===== src/rtl/restador_pkg.sv =====
// restador_pkg: shared types and default sizing for the restador arbiter.
//   state_t    - arbiter FSM encoding (IDLE -> CALC -> DONE -> IDLE)
//   DEF_WIDTH  - default operand/result width
//   DEF_NREQ   - default number of requesters
package restador_pkg;

  typedef enum logic [1:0] {
    IDLE = 2'd0,
    CALC = 2'd1,
    DONE = 2'd2
  } state_t;

  localparam int DEF_WIDTH = 4;
  localparam int DEF_NREQ  = 3;

endpackage


===== src/rtl/subtractor_core.sv =====
// subtractor_core: registered unsigned subtractor.
//   clk    in  rising-edge clock
//   reset  in  asynchronous active-high reset, clears y and borrow
//   en     in  load enable; y/borrow update only when set
//   a, b   in  minuend / subtrahend
//   y      out a - b mod 2^WIDTH (registered, holds between loads)
//   borrow out 1 when a < b unsigned (registered, holds between loads)
module subtractor_core #(
  parameter int WIDTH = 4
) (
  input  logic             clk,
  input  logic             reset,
  input  logic             en,
  input  logic [WIDTH-1:0] a,
  input  logic [WIDTH-1:0] b,
  output logic [WIDTH-1:0] y,
  output logic             borrow
);

  logic [WIDTH:0] diff_d;

  // Widen by one bit so the MSB of the difference is the borrow-out.
  assign diff_d = {1'b0, a} - {1'b0, b};

  always_ff @(posedge clk or posedge reset) begin
    if (reset) begin
      y      <= '0;
      borrow <= 1'b0;
    end else if (en) begin
      y      <= diff_d[WIDTH-1:0];
      borrow <= diff_d[WIDTH];
    end
  end

endmodule


===== src/rtl/restador_arbiter.sv =====
// restador_arbiter: round-robin arbiter in front of one shared subtractor core.
//   clk     in  rising-edge clock
//   reset   in  asynchronous active-high reset
//   req     in  per-requester request level
//   a_flat  in  minuend bus, requester i at [i*WIDTH +: WIDTH]
//   b_flat  in  subtrahend bus, same packing
//   gnt     out one-hot grant, held for the whole operation
//   done    out one-cycle pulse, y/borrow valid for the gnt owner
//   y       out last result a - b mod 2^WIDTH
//   borrow  out last borrow (a < b unsigned)
//   busy    out high whenever the FSM is not idle
module restador_arbiter
  import restador_pkg::*;
#(
  parameter int WIDTH = DEF_WIDTH,
  parameter int NREQ  = DEF_NREQ
) (
  input  logic                  clk,
  input  logic                  reset,
  input  logic [NREQ-1:0]       req,
  input  logic [NREQ*WIDTH-1:0] a_flat,
  input  logic [NREQ*WIDTH-1:0] b_flat,
  output logic [NREQ-1:0]       gnt,
  output logic                  done,
  output logic [WIDTH-1:0]      y,
  output logic                  borrow,
  output logic                  busy
);

  // Pointer/index width; kept at least 1 bit so NREQ=1 still elaborates.
  localparam int PW = (NREQ > 1) ? $clog2(NREQ) : 1;

  state_t           state_q;
  logic [PW-1:0]    ptr_q;
  logic [PW-1:0]    win_q;
  logic [PW-1:0]    win_d;
  logic [NREQ-1:0]  gnt_q;
  logic [NREQ-1:0]  onehot_d;
  logic [WIDTH-1:0] a_q, b_q;
  logic             done_q;
  logic             busy_q;
  logic             core_en;
  int               idx;

  // Round-robin pick: scan downward from the farthest offset so the last
  // hit, i.e. the one closest to ptr_q, is the one that sticks.
  always_comb begin
    win_d = '0;
    idx   = 0;
    for (int i = NREQ - 1; i >= 0; i--) begin
      idx = (int'(ptr_q) + i) % NREQ;
      if (req[idx]) win_d = PW'(idx);
    end
  end

  always_comb begin
    onehot_d        = '0;
    onehot_d[win_d] = 1'b1;
  end

  always_ff @(posedge clk or posedge reset) begin
    if (reset) begin
      state_q <= IDLE;
      ptr_q   <= '0;
      win_q   <= '0;
      gnt_q   <= '0;
      a_q     <= '0;
      b_q     <= '0;
      done_q  <= 1'b0;
      busy_q  <= 1'b0;
    end else begin
      case (state_q)
        IDLE: begin
          if (|req) begin
            // Operands are captured here so later bus changes cannot
            // disturb the in-flight operation.
            a_q     <= a_flat[int'(win_d)*WIDTH +: WIDTH];
            b_q     <= b_flat[int'(win_d)*WIDTH +: WIDTH];
            win_q   <= win_d;
            gnt_q   <= onehot_d;
            busy_q  <= 1'b1;
            state_q <= CALC;
          end
        end
        CALC: begin
          done_q  <= 1'b1;
          state_q <= DONE;
        end
        DONE: begin
          done_q  <= 1'b0;
          gnt_q   <= '0;
          busy_q  <= 1'b0;
          ptr_q   <= PW'((int'(win_q) + 1) % NREQ);
          state_q <= IDLE;
        end
        default: state_q <= IDLE;
      endcase
    end
  end

  assign core_en = (state_q == CALC);

  subtractor_core #(.WIDTH(WIDTH)) u_core (
    .clk   (clk),
    .reset (reset),
    .en    (core_en),
    .a     (a_q),
    .b     (b_q),
    .y     (y),
    .borrow(borrow)
  );

  assign gnt  = gnt_q;
  assign done = done_q;
  assign busy = busy_q;

endmodule


===== config.mk =====
export PLATFORM = sky130hd
export DESIGN_NAME = restador_arbiter
export DESIGN_NICKNAME = d
export VERILOG_FILES = /design/src/rtl/restador_pkg.sv /design/src/rtl/subtractor_core.sv /design/src/rtl/restador_arbiter.sv
export SDC_FILE = /design/constraint.sdc
export NUM_CORES = 1
export LEC_CHECK = 0
export BUFFER_PORTS_ARGS = -buffer_cell sky130_fd_sc_hd__buf_4
export CAP_MARGIN = 30
export CORE_MARGIN = 2
export CORE_UTILIZATION = 45
export CTS_BUF_LIST = sky130_fd_sc_hd__clkbuf_8
export DETAILED_ROUTE_END_ITERATION = 8
export PLACE_DENSITY = 0.8
export SLEW_MARGIN = 10
export SYNTH_ARGS = -nofsm -noshare
export SYNTH_HDL_FRONTEND = slang
export SYNTH_SLANG_ARGS = --single-unit

===== constraint.sdc =====
create_clock -name clk -period 2.8 [get_ports clk]
set_input_delay 0.56 -clock clk [delete_from_list [all_inputs] [get_ports clk]]
set_output_delay 0.56 -clock clk [all_outputs]
set_load 0.02 [all_outputs]

==> out/qor.txt, run 1 <==
# hold bufs at CTS - 0
Tmin final - 2.22 ns
# IOs - 39
Post-Route WL - 3000 µm
Finished Layout Cells - 230
Worst-skew pair later-pin latency - 0.26 ns
Worst Hold Class - in -> async
Synth Area in Adders - 12.5%
Finish-stage setup viols - 0
Final ANT Viol Nets - 0
Top cell type's share of synthesized area - 41.2%
Row count - 20
Final #Nets - 230
Commonest cells post-synth - dfrtp_1 (24), nand2_1 (20), inv_1 (14), ha_1 (13), mux2i_1 (11)
Number of library cell types mapped by synthesis - 35
Crit-path cells - inv_1 -> ha_1 -> nor2b_1 -> or3b_1 -> a31oi_1 -> buf_4 -> mux2i_1 -> a221oi_1
Clock Tree Root - clkbuf_8
Layout area overhead - 29.0%
Setup_tns - 0 ns
Max Cap Viol - 0
Global-route wire length before repair - 5040 µm
Most frequent cell after synthesis - dfrtp_1
GRT overflow - 0
CTS tree - built
Die ar. - 3710 µm²
Max incr delay on CP - 0.41 ns
Pleak - 0.918 nW
Slew Viols, Final - 0
Min Hold Slack - 0.189 ns
Gate Count Post-Synth - 146
H-tree depth - 1
PwrDens - 1150 nW/µm²
Max rail drop VDD - 0.000521 V
Syn_nets - 189
GP Congestion - 0.802
Required @ worst endpoint - 2.94 ns
#FFs+latches synth - 24
Clk buf depth - 2
Yosys top cell by area - dfrtp_1
Critical path peak fanout - 10
Syn Area/Cell - 9.99 µm²
Post-Synth XOR/XNOR Area - 1.20%
DRT iter0 DRCs - 62
Top cells by area, synth - dfrtp_1 (41%), ha_1 (11%), mux2i_1 (7.5%)
Critical Path Start Type - register
Post-synth EDFFs - 0
Port Buffers - 38
Die X-Extent - 60.9 µm
Final Skew - 0.00132 ns
Worst-Margin Slew - 0.546 ns
Core area - 3080 µm²
DR pass1 iterations - 4
Slowest-stage cell, CP - dfrtp_1
Setup ws final - 0.579 ns
Asr flop ratio synth - 100%
Slew HR - 63.6%
Clock Pin Slew Worst Setup and Hold Paths - 0.08 ns
N_diodes - 0
Max Freq - 450 MHz
DRC - 0
Ys Warns - 0
Final Core Density - 61.1%
Synth Area in Simple Gates - 11.6%
RSZ-0062 raised after global routing - no
Status - finished clean
Share of layout cells above drive strength 1 - 28.5%
Vias - 1227
Mux cell area share after synthesis - 9.86%
DR WL/cell - 13.0 µm
Hold Vio Cnt, Final - 0
Setup repair bufs after CTS - 0
Total Routing Usage GR - 18.2%
Inserted Clock Buffers - 3
Die height - 60.9 µm
WS Path Type - reg -> reg
Area of the multi-input gates - 763 µm²
Final Cycle Share - 79.3%
Sink Count - 24
Placed cell count - 225
Vias per Instance - 5.33
Synth Area in Compound Gates - 17.2%
Synth Flop Type - dfrtp_1
CP Capture Type - register
Worst EP arrival - 2.36 ns
Initial antenna violation count - 0
Register Area - 601 µm²
Post-synthesis sequential area ratio - 41.2%
Vias in the first global route - 1173
# fillers - 278
Initial core utilization - 47.4%
Post-Synthesis Cell Area - 1460 µm²
Post-cts sizing count - 0
Post-DP HPWL - 2390 µm
Largest net degree at the start of global routing - 25
Pre-CTS setup slack - 0.593 ns
Main combinational cell family by area after synthesis - compound AO/OA/AOI/OAI gates
[worst max-delay path, delay by kind of cell, from the launching register on]
family          cells  cell delay, ns
buf+inv             2            0.31
flops               1            0.41
mux                 1            0.26
simple gates        2            0.52
fa+ha+maj           1            0.34
compound gates      2            0.26
[flip-flops by register name (all words and copies together), names as in the netlist]
signal,count
a_q,4
b_q,4
busy,1
done,1
gnt,3
ptr_q,2
state_q,2
u_core.borrow,1
u_core.y,4
win_q,2
[power by group]
part / switching [mW] / internal (mW)
sequential: 0.0909 / 0.515
combinational: 0.669 / 0.588
clock: 0.107 / 0.191
[cell usage in the layout (no fill, tap or decap), types with 2 or more instances in the layout]
| cell type | Yosys | final |
|---|---|---|
| a21o_1 | 4 | 4 |
| a21oi_1 | 4 | 4 |
| a221oi_1 | 3 | 3 |
| buf_4 | 0 | 41 |
| clkbuf_8 | 0 | 3 |
| dfrtp_1 | 24 | 24 |
| ha_1 | 13 | 13 |
| inv_1 | 14 | 14 |
| mux2_2 | 3 | 3 |
| mux2i_1 | 11 | 11 |
| nand2_1 | 20 | 20 |
| nand2b_1 | 3 | 3 |
| nor2_1 | 4 | 4 |
| nor2b_1 | 2 | 2 |
| nor3_1 | 4 | 4 |
| o21ai_0 | 3 | 3 |
| o21ai_1 | 5 | 5 |
| o221ai_1 | 6 | 6 |
| xnor2_1 | 2 | 2 |
[layer usage]
| metal | vias to the layer above | share of wire [%] | track usage [%] | wire length, µm |
|---|---|---|---|---|
| met1 | 586 | 41 | 22.1 | 1240 |
| met4 | 0 | 0.80 | 4.66 | 24 |
| met2 | 44 | 52 | 33.5 | 1560 |
| met5 | - | 0 | 0 | 0 |
| met3 | 4 | 5.8 | 2.77 | 173 |
| li1 | 593 | - | - | - |
[cell families after synthesis]
kind of cell	Yosys count
simple gates	37
compound gates	34
buf+inv	21
fa+ha+maj	14
xor+xnor	2
mux	14
flops	24
[path summary, 6_finish.rpt]
check                                             to  cells after the start  slack, ns            startpoint
worst max-delay path              a_q[0]$_DFFE_PP0P_                      8       0.58  ptr_q[1]$_DFFE_PP0P_
worst min-delay path                busy$_DFFE_PP0P_                      2       0.19                 reset
worst max register to register    a_q[0]$_DFFE_PP0P_                      8       0.58  ptr_q[1]$_DFFE_PP0P_
worst min register to register      busy$_DFFE_PP0P_                      1       0.50      busy$_DFFE_PP0P_
max in group asynchronous       ptr_q[0]$_DFFE_PP0P_                      3       2.26                 reset
min in group clk                    busy$_DFFE_PP0P_                      1       0.50      busy$_DFFE_PP0P_
[cell type report]
cell class                 count  share of cell area (%)
multi-input combinational    101                    40.6
sequential                    24                    31.9
timing repair buffer          42                    17.8
inverter                      15                    2.99
tap                           44                    2.93
clock buffer                   3                    2.19
clock inverter                 1                    1.60
[metrics by stage]
step	instance area (µm²)	power (mW)
final	1880	2.16
after global routing	1880	2.36
after floorplan	1460	1.55
after global placement	1780	1.82
after detailed placement	1780	1.87
after CTS	1850	2.17
Power figures use the tool's default switching activity.
==> run 2, diff against run 1 <==
ABC_AREA = 1   (was default)
PLACE_DENSITY = 0.78   (was 0.8)
clock period = 2.1 ns   (was 2.8 ns; I/O delays follow)
==> out/qor.txt, run 2 <==
Status - finished clean
Die height - 66.1 µm
Die ar. - 4360 µm²
Setup repair bufs after CTS - 0
Post-DP HPWL - 2690 µm
Tmin final - 1.88 ns
R2R Path Start - ptr_q[0]$_DFFE_PP0P_
Inserted Clock Buffers - 3
Reg power frac - 24.5%
# hold bufs at CTS - 0
Worst Hold Class - in -> async
CP Capture Type - register
Ys Warns - 0
Asr flop ratio synth - 100%
Row count - 22
Finish-stage setup viols - 0
Total Routing Usage GR - 16.4%
Initial antenna violation count - 0
DR WL/cell - 10.8 µm
DR pass1 iterations - 4
Vias - 1423
Global-route wire length before repair - 5510 µm
Commonest cells post-synth - inv_1 (43), nand2_1 (37), dfrtp_1 (24), nand3_1 (18), o21ai_0 (16)
WS Path Type - reg -> reg
Hold Vio Cnt, Final - 0
Max rail drop VDD - 0.000707 V
Max Cap Viol - 0
Vias in the first global route - 1288
Largest registers - a_q: 4 flops, b_q: 4 flops, u_core.y: 4 flops
Post-Synthesis Cell Area - 1730 µm²
Die X-Extent - 66.1 µm
Post-Route WL - 3260 µm
Port Buffers - 38
Layout area overhead - 23.0%
H-tree depth - 1
Synth Flop Type - dfrtp_1
#FFs+latches synth - 24
Sink Count - 24
Critical path peak fanout - 13
Vias per Instance - 4.70
N_diodes - 0
PwrDens - 1550 nW/µm²
Top cells by area, synth - dfrtp_1 (35%), ha_1 (9.4%), inv_1 (9.3%)
DRC - 0
Final Skew - 0.00495 ns
Internal - 1.69 mW
DRT iter0 DRCs - 43
Final Cycle Share - 89.5%
# IOs - 39
Pleak - 1.17 nW
Setup ws final - 0.220 ns
Post-cts sizing count - 0
Slew Viols, Final - 0
Post-synthesis sequential area ratio - 34.7%
Comb power frac - 66.1%
Top cell type's share of synthesized area - 34.7%
Post-synth EDFFs - 0
GP Congestion - 0.825
Worst-Margin Slew - 0.401 ns
Largest net degree at the start of global routing - 25
Gate Count Post-Synth - 212
Number of library cell types mapped by synthesis - 28
Final #Nets - 299
Worst Setup SP - ptr_q[0]$_DFFE_PP0P_
Pre-CTS setup slack - 0.229 ns
Syn Area/Cell - 8.17 µm²
Initial core utilization - 47.0%
Max Freq - 532 MHz
Most common cell after layout, fill and taps aside - inv_1
Final ANT Viol Nets - 0
Critical Path Start Type - register
Clk buf depth - 2
CTS tree - built
Yosys top cell by area - dfrtp_1
GRT overflow - 0
Required @ worst endpoint - 2.30 ns
Most frequent cell after synthesis - inv_1
Clk pwr share - 9.4%
Core area - 3690 µm²
Clock Pin Slew Worst Setup and Hold Paths - 0.08 ns
Commonest non-fill, non-tap cells in the layout - inv_1 (43), buf_4 (41), nand2_1 (37)
Share of layout cells above drive strength 1 - 32.2%
RSZ-0062 raised after global routing - no
Worst EP arrival - 2.08 ns
Worst-skew pair later-pin latency - 0.27 ns
Syn_nets - 255
Slew HR - 73.0%
Psw - 1.60 mW
Clock Tree Root - clkbuf_8
Setup_tns - 0 ns
Sw frac - 48.6%
## run 2: cell count changes after synthesis, moves of 6 or more
cell and change:
inv_1 +29, mux2i_1 -11, nand2_2 +8, nand2_1 +17
nand3_1 +17, nand2_4 +11, o221ai_1 -6, o21ai_0 +13
## run 2: path summary, 6_finish.rpt
kind | slack, ns | cells after the start | end
setup / recovery | 0.22 | 13 | a_q[3]$_DFFE_PP0P_
hold / removal | 0.20 | 3 | u_core.y[0]$_DFFE_PP0N_
setup reg to reg | 0.22 | 13 | a_q[3]$_DFFE_PP0P_
hold reg to reg | 0.48 | 2 | u_core.y[1]$_DFFE_PP0N_
max in group asynchronous | 1.66 | 3 | win_q[1]$_DFFE_PP0P_
min in group clk | 0.40 | 3 | b_q[1]$_DFFE_PP0P_
## run 2: worst max-delay path: stages (launching register included)
cell and delay, ns:
dfrtp_1 0.35, inv_1 0.07, ha_1 0.35, inv_2 0.11, nand2_1 0.07, nand3_2 0.07, nand2_2 0.07, nand2_1 0.12
nand2_4 0.06, nand2_4 0.08, nand2_4 0.16, nand2_1 0.10, nand3_1 0.07, a21oi_1 0.13
## run 2: power groups by stage
stage	logic, mW	clock network (mW)	registers [mW]
2_1_floorplan	1.69	0	0.892
3_3_place_gp	2.15	0	0.811
3_5_place_dp	2.19	0	0.820
4_1_cts	2.20	0.319	0.811
5_1_grt	2.47	0.341	0.832
6_report	2.18	0.309	0.808
## run 2: area by class of cell
type	count	area [µm²]
inverter	47	185
fill	354	1560
multi-input combinational	139	922
clock buffer	4	55.1
tap	48	60.1
sequential	24	601
timing repair buffer	41	308
## run 2: metal layers
layer / part of all wire [%] / wire (µm) / track usage (%) / up-vias
met3: 3.3 / 107 / 3.58 / 5
met5: 0 / 0 / 0 / -
met2: 51 / 1660 / 29.5 / 19
met1: 45 / 1460 / 19.9 / 647
met4: 0.98 / 32 / 3.83 / 0
li1: - / - / - / 752
## run 2: kinds of logic (layout without fill, tap and decap cells)
kind of cell	count (synthesis)	count (layout)	synth area share [%]
DFF	24	24	34.7
buffers and inverters	49	92	12.1
and+or+nand+nor	88	88	28.7
xor gates and xnor gates	1	1	0.506
AOI/OAI and AO/OA	36	36	13.5
adders and majority gates	14	14	10.5
## run 2: metrics by stage
step	power, mW	cells	util [%]	area (µm²)	hold slack, ns
final	3.29	303	57.8	2130	0.195
after global routing	3.64	303	57.8	2130	0.220
after CTS	3.33	303	57.8	2130	0.203
after detailed placement	3.01	299	56.3	2080	0.462
after global placement	2.96	299	56.3	2080	0.458
after floorplan	2.59	212	-	1730	0.435
==> run 3, diff against run 2 <==
--- a/config.mk
+++ b/config.mk
@@ -14,3 +14,5 @@
 export DETAILED_ROUTE_END_ITERATION = 8
+export MAX_ROUTING_LAYER = met4
 export PLACE_DENSITY = 0.78
+export RECOVER_POWER = 25
 export SLEW_MARGIN = 10
==> constraint.sdc (replaced) <==
create_clock -name clk -period 2.1 [get_ports clk]
set_input_delay 0 -clock clk [delete_from_list [all_inputs] [get_ports clk]]
set_output_delay 0 -clock clk [all_outputs]
set_load 0.02 [all_outputs]
==> out/qor.txt, run 3 (same netlist as run 2, synthesis figures left out) <==
Status - finished clean
Commonest non-fill, non-tap cells in the layout - inv_1 (43), buf_4 (39), nand2_1 (37)
Worst Setup SP - ptr_q[0]$_DFFE_PP0P_
Clk buf depth - 2
Final ANT Viol Nets - 0
Clock Pin Slew Worst Setup and Hold Paths - 0.08 ns
Finish-stage setup viols - 0
# IOs - 39
Slew Viols, Final - 0
Critical path peak fanout - 13
Required @ worst endpoint - 2.30 ns
Pre-CTS setup slack - 0.217 ns
Most common cell after layout, fill and taps aside - inv_1
Finished Layout Cells - 308
DRT iter0 DRCs - 55
Final Skew - 0.00195 ns
H-tree depth - 1
Core area - 3690 µm²
Vias in the first global route - 1363
Row count - 22
Worst EP arrival - 2.08 ns
R2R Path Start - ptr_q[0]$_DFFE_PP0P_
Largest net degree at the start of global routing - 25
WS Path Type - reg -> reg
Tmin final - 1.89 ns
CP Capture Type - register
Max Freq - 529 MHz
Initial core utilization - 47.0%
Instance area at placement - 2070 µm²
GP Congestion - 0.837
Post-DP HPWL - 2790 µm
Slew HR - 17.6%
DR WL/cell - 11.0 µm
Die X-Extent - 66.1 µm
Vias - 1454
Layout area overhead - 25.4%
FF-to-FF setup slack - 0.21 ns
Initial antenna violation count - 0
N_diodes - 0
Sink Count - 24
Hold Vio Cnt, Final - 0
Final Cycle Share - 90.0%
Critical Path Start Type - register
Largest registers - a_q: 4 flops, b_q: 4 flops, u_core.y: 4 flops
GRT overflow - 0
Worst-skew pair later-pin latency - 0.27 ns
Clock Tree Root - clkbuf_8
HP Start - b_flat[10]
Die height - 66.1 µm
PwrDens - 1500 nW/µm²
Worst Hold Class - in -> reg
Vias per Instance - 4.72
Post-Route WL - 3390 µm
Pleak - 1.18 nW
Setup_tns - 0 ns
# fillers - 355
Max rail drop VDD - 0.000711 V
Global-route wire length before repair - 5780 µm
Placed cell count - 298
RSZ-0062 raised after global routing - no
DRC - 0
Setup ws final - 0.211 ns
Final #Nets - 305
Post-cts sizing count - 0
Final Cell Area - 2170 µm²
Port Buffers - 38
Share of layout cells above drive strength 1 - 30.8%
Inserted Clock Buffers - 3
Worst-Margin Slew - 1.24 ns
DR pass1 iterations - 4
CTS tree - built
Max Cap Viol - 0
Total Routing Usage GR - 17.7%
Die ar. - 4360 µm²
-- run 3: cell count changes in the layout (fill, tap and decap cells not counted), sizes merged --
cell         change
clkbuf           +1
dlygate4sd3      +6
buf              -2
-- run 3: final timing paths --
check,end,cells after the start
max,b_q[3]$_DFFE_PP0P_,13
min,b_q[2]$_DFFE_PP0P_,5
max reg2reg,b_q[3]$_DFFE_PP0P_,13
min reg2reg,u_core.y[1]$_DFFE_PP0N_,2
max in group asynchronous,gnt[2]$_DFFE_PP0P_,4
min in group asynchronous,a_q[3]$_DFFE_PP0P_,3
-- run 3: through the flow --
stage	power, mW	hold slack (ns)	utilization (%)
detailed placement	3.02	0.266	56.1
CTS	3.31	0.0643	58.8
finish	3.27	0.0707	58.9
floorplan	2.59	0.0146	-
global route	3.61	0.0858	58.9
global placement	2.96	0.244	56.1
-- run 3: layout make-up --
class	count	area, µm²	area share (%)
inverters	47	185	8.52
flip-flops and latches	24	601	27.6
well taps	48	60.1	2.76
clock buffers	3	41.3	1.90
multi-input cells	139	922	42.4
repair buffers	47	364	16.8
-- run 3: where the power goes --
group          switching [mW]  internal, mW  total (mW)  leakage (nW)
registers               0.121         0.688       0.809         0.290
logic                    1.35         0.844        2.19         0.871
clock network           0.139         0.128       0.267        0.0216
total                    1.61          1.66        3.27          1.18
-- run 3: timing repair --
| action | in CTS | in global routing |
|---|---|---|
| hold buffers | 6 | 0 |
| setup buffers | 0 | 0 |
| hold endpoints to repair | 29 | 0 |
-- run 3: worst max-delay path: stages, from the launching register on --
cell,delay (ns)
dfrtp_1,0.35
inv_1,0.07
ha_1,0.36
inv_2,0.12
nand2_1,0.07
nand3_2,0.07
nand2_2,0.07
nand2_1,0.11
nand2_4,0.06
nand2_4,0.08
nand2_4,0.16
nand2_1,0.10
nand3_1,0.07
a21oi_1,0.13
-- run 3: routing by layer --
layer / track usage, % / share of wire (%) / up-vias
li1: - / - / 758
met1: 20.8 / 42 / 659
met2: 29.9 / 52 / 30
met3: 4.26 / 3.6 / 7
met4: 5.36 / 1.5 / 0
met5: - / 0 / -
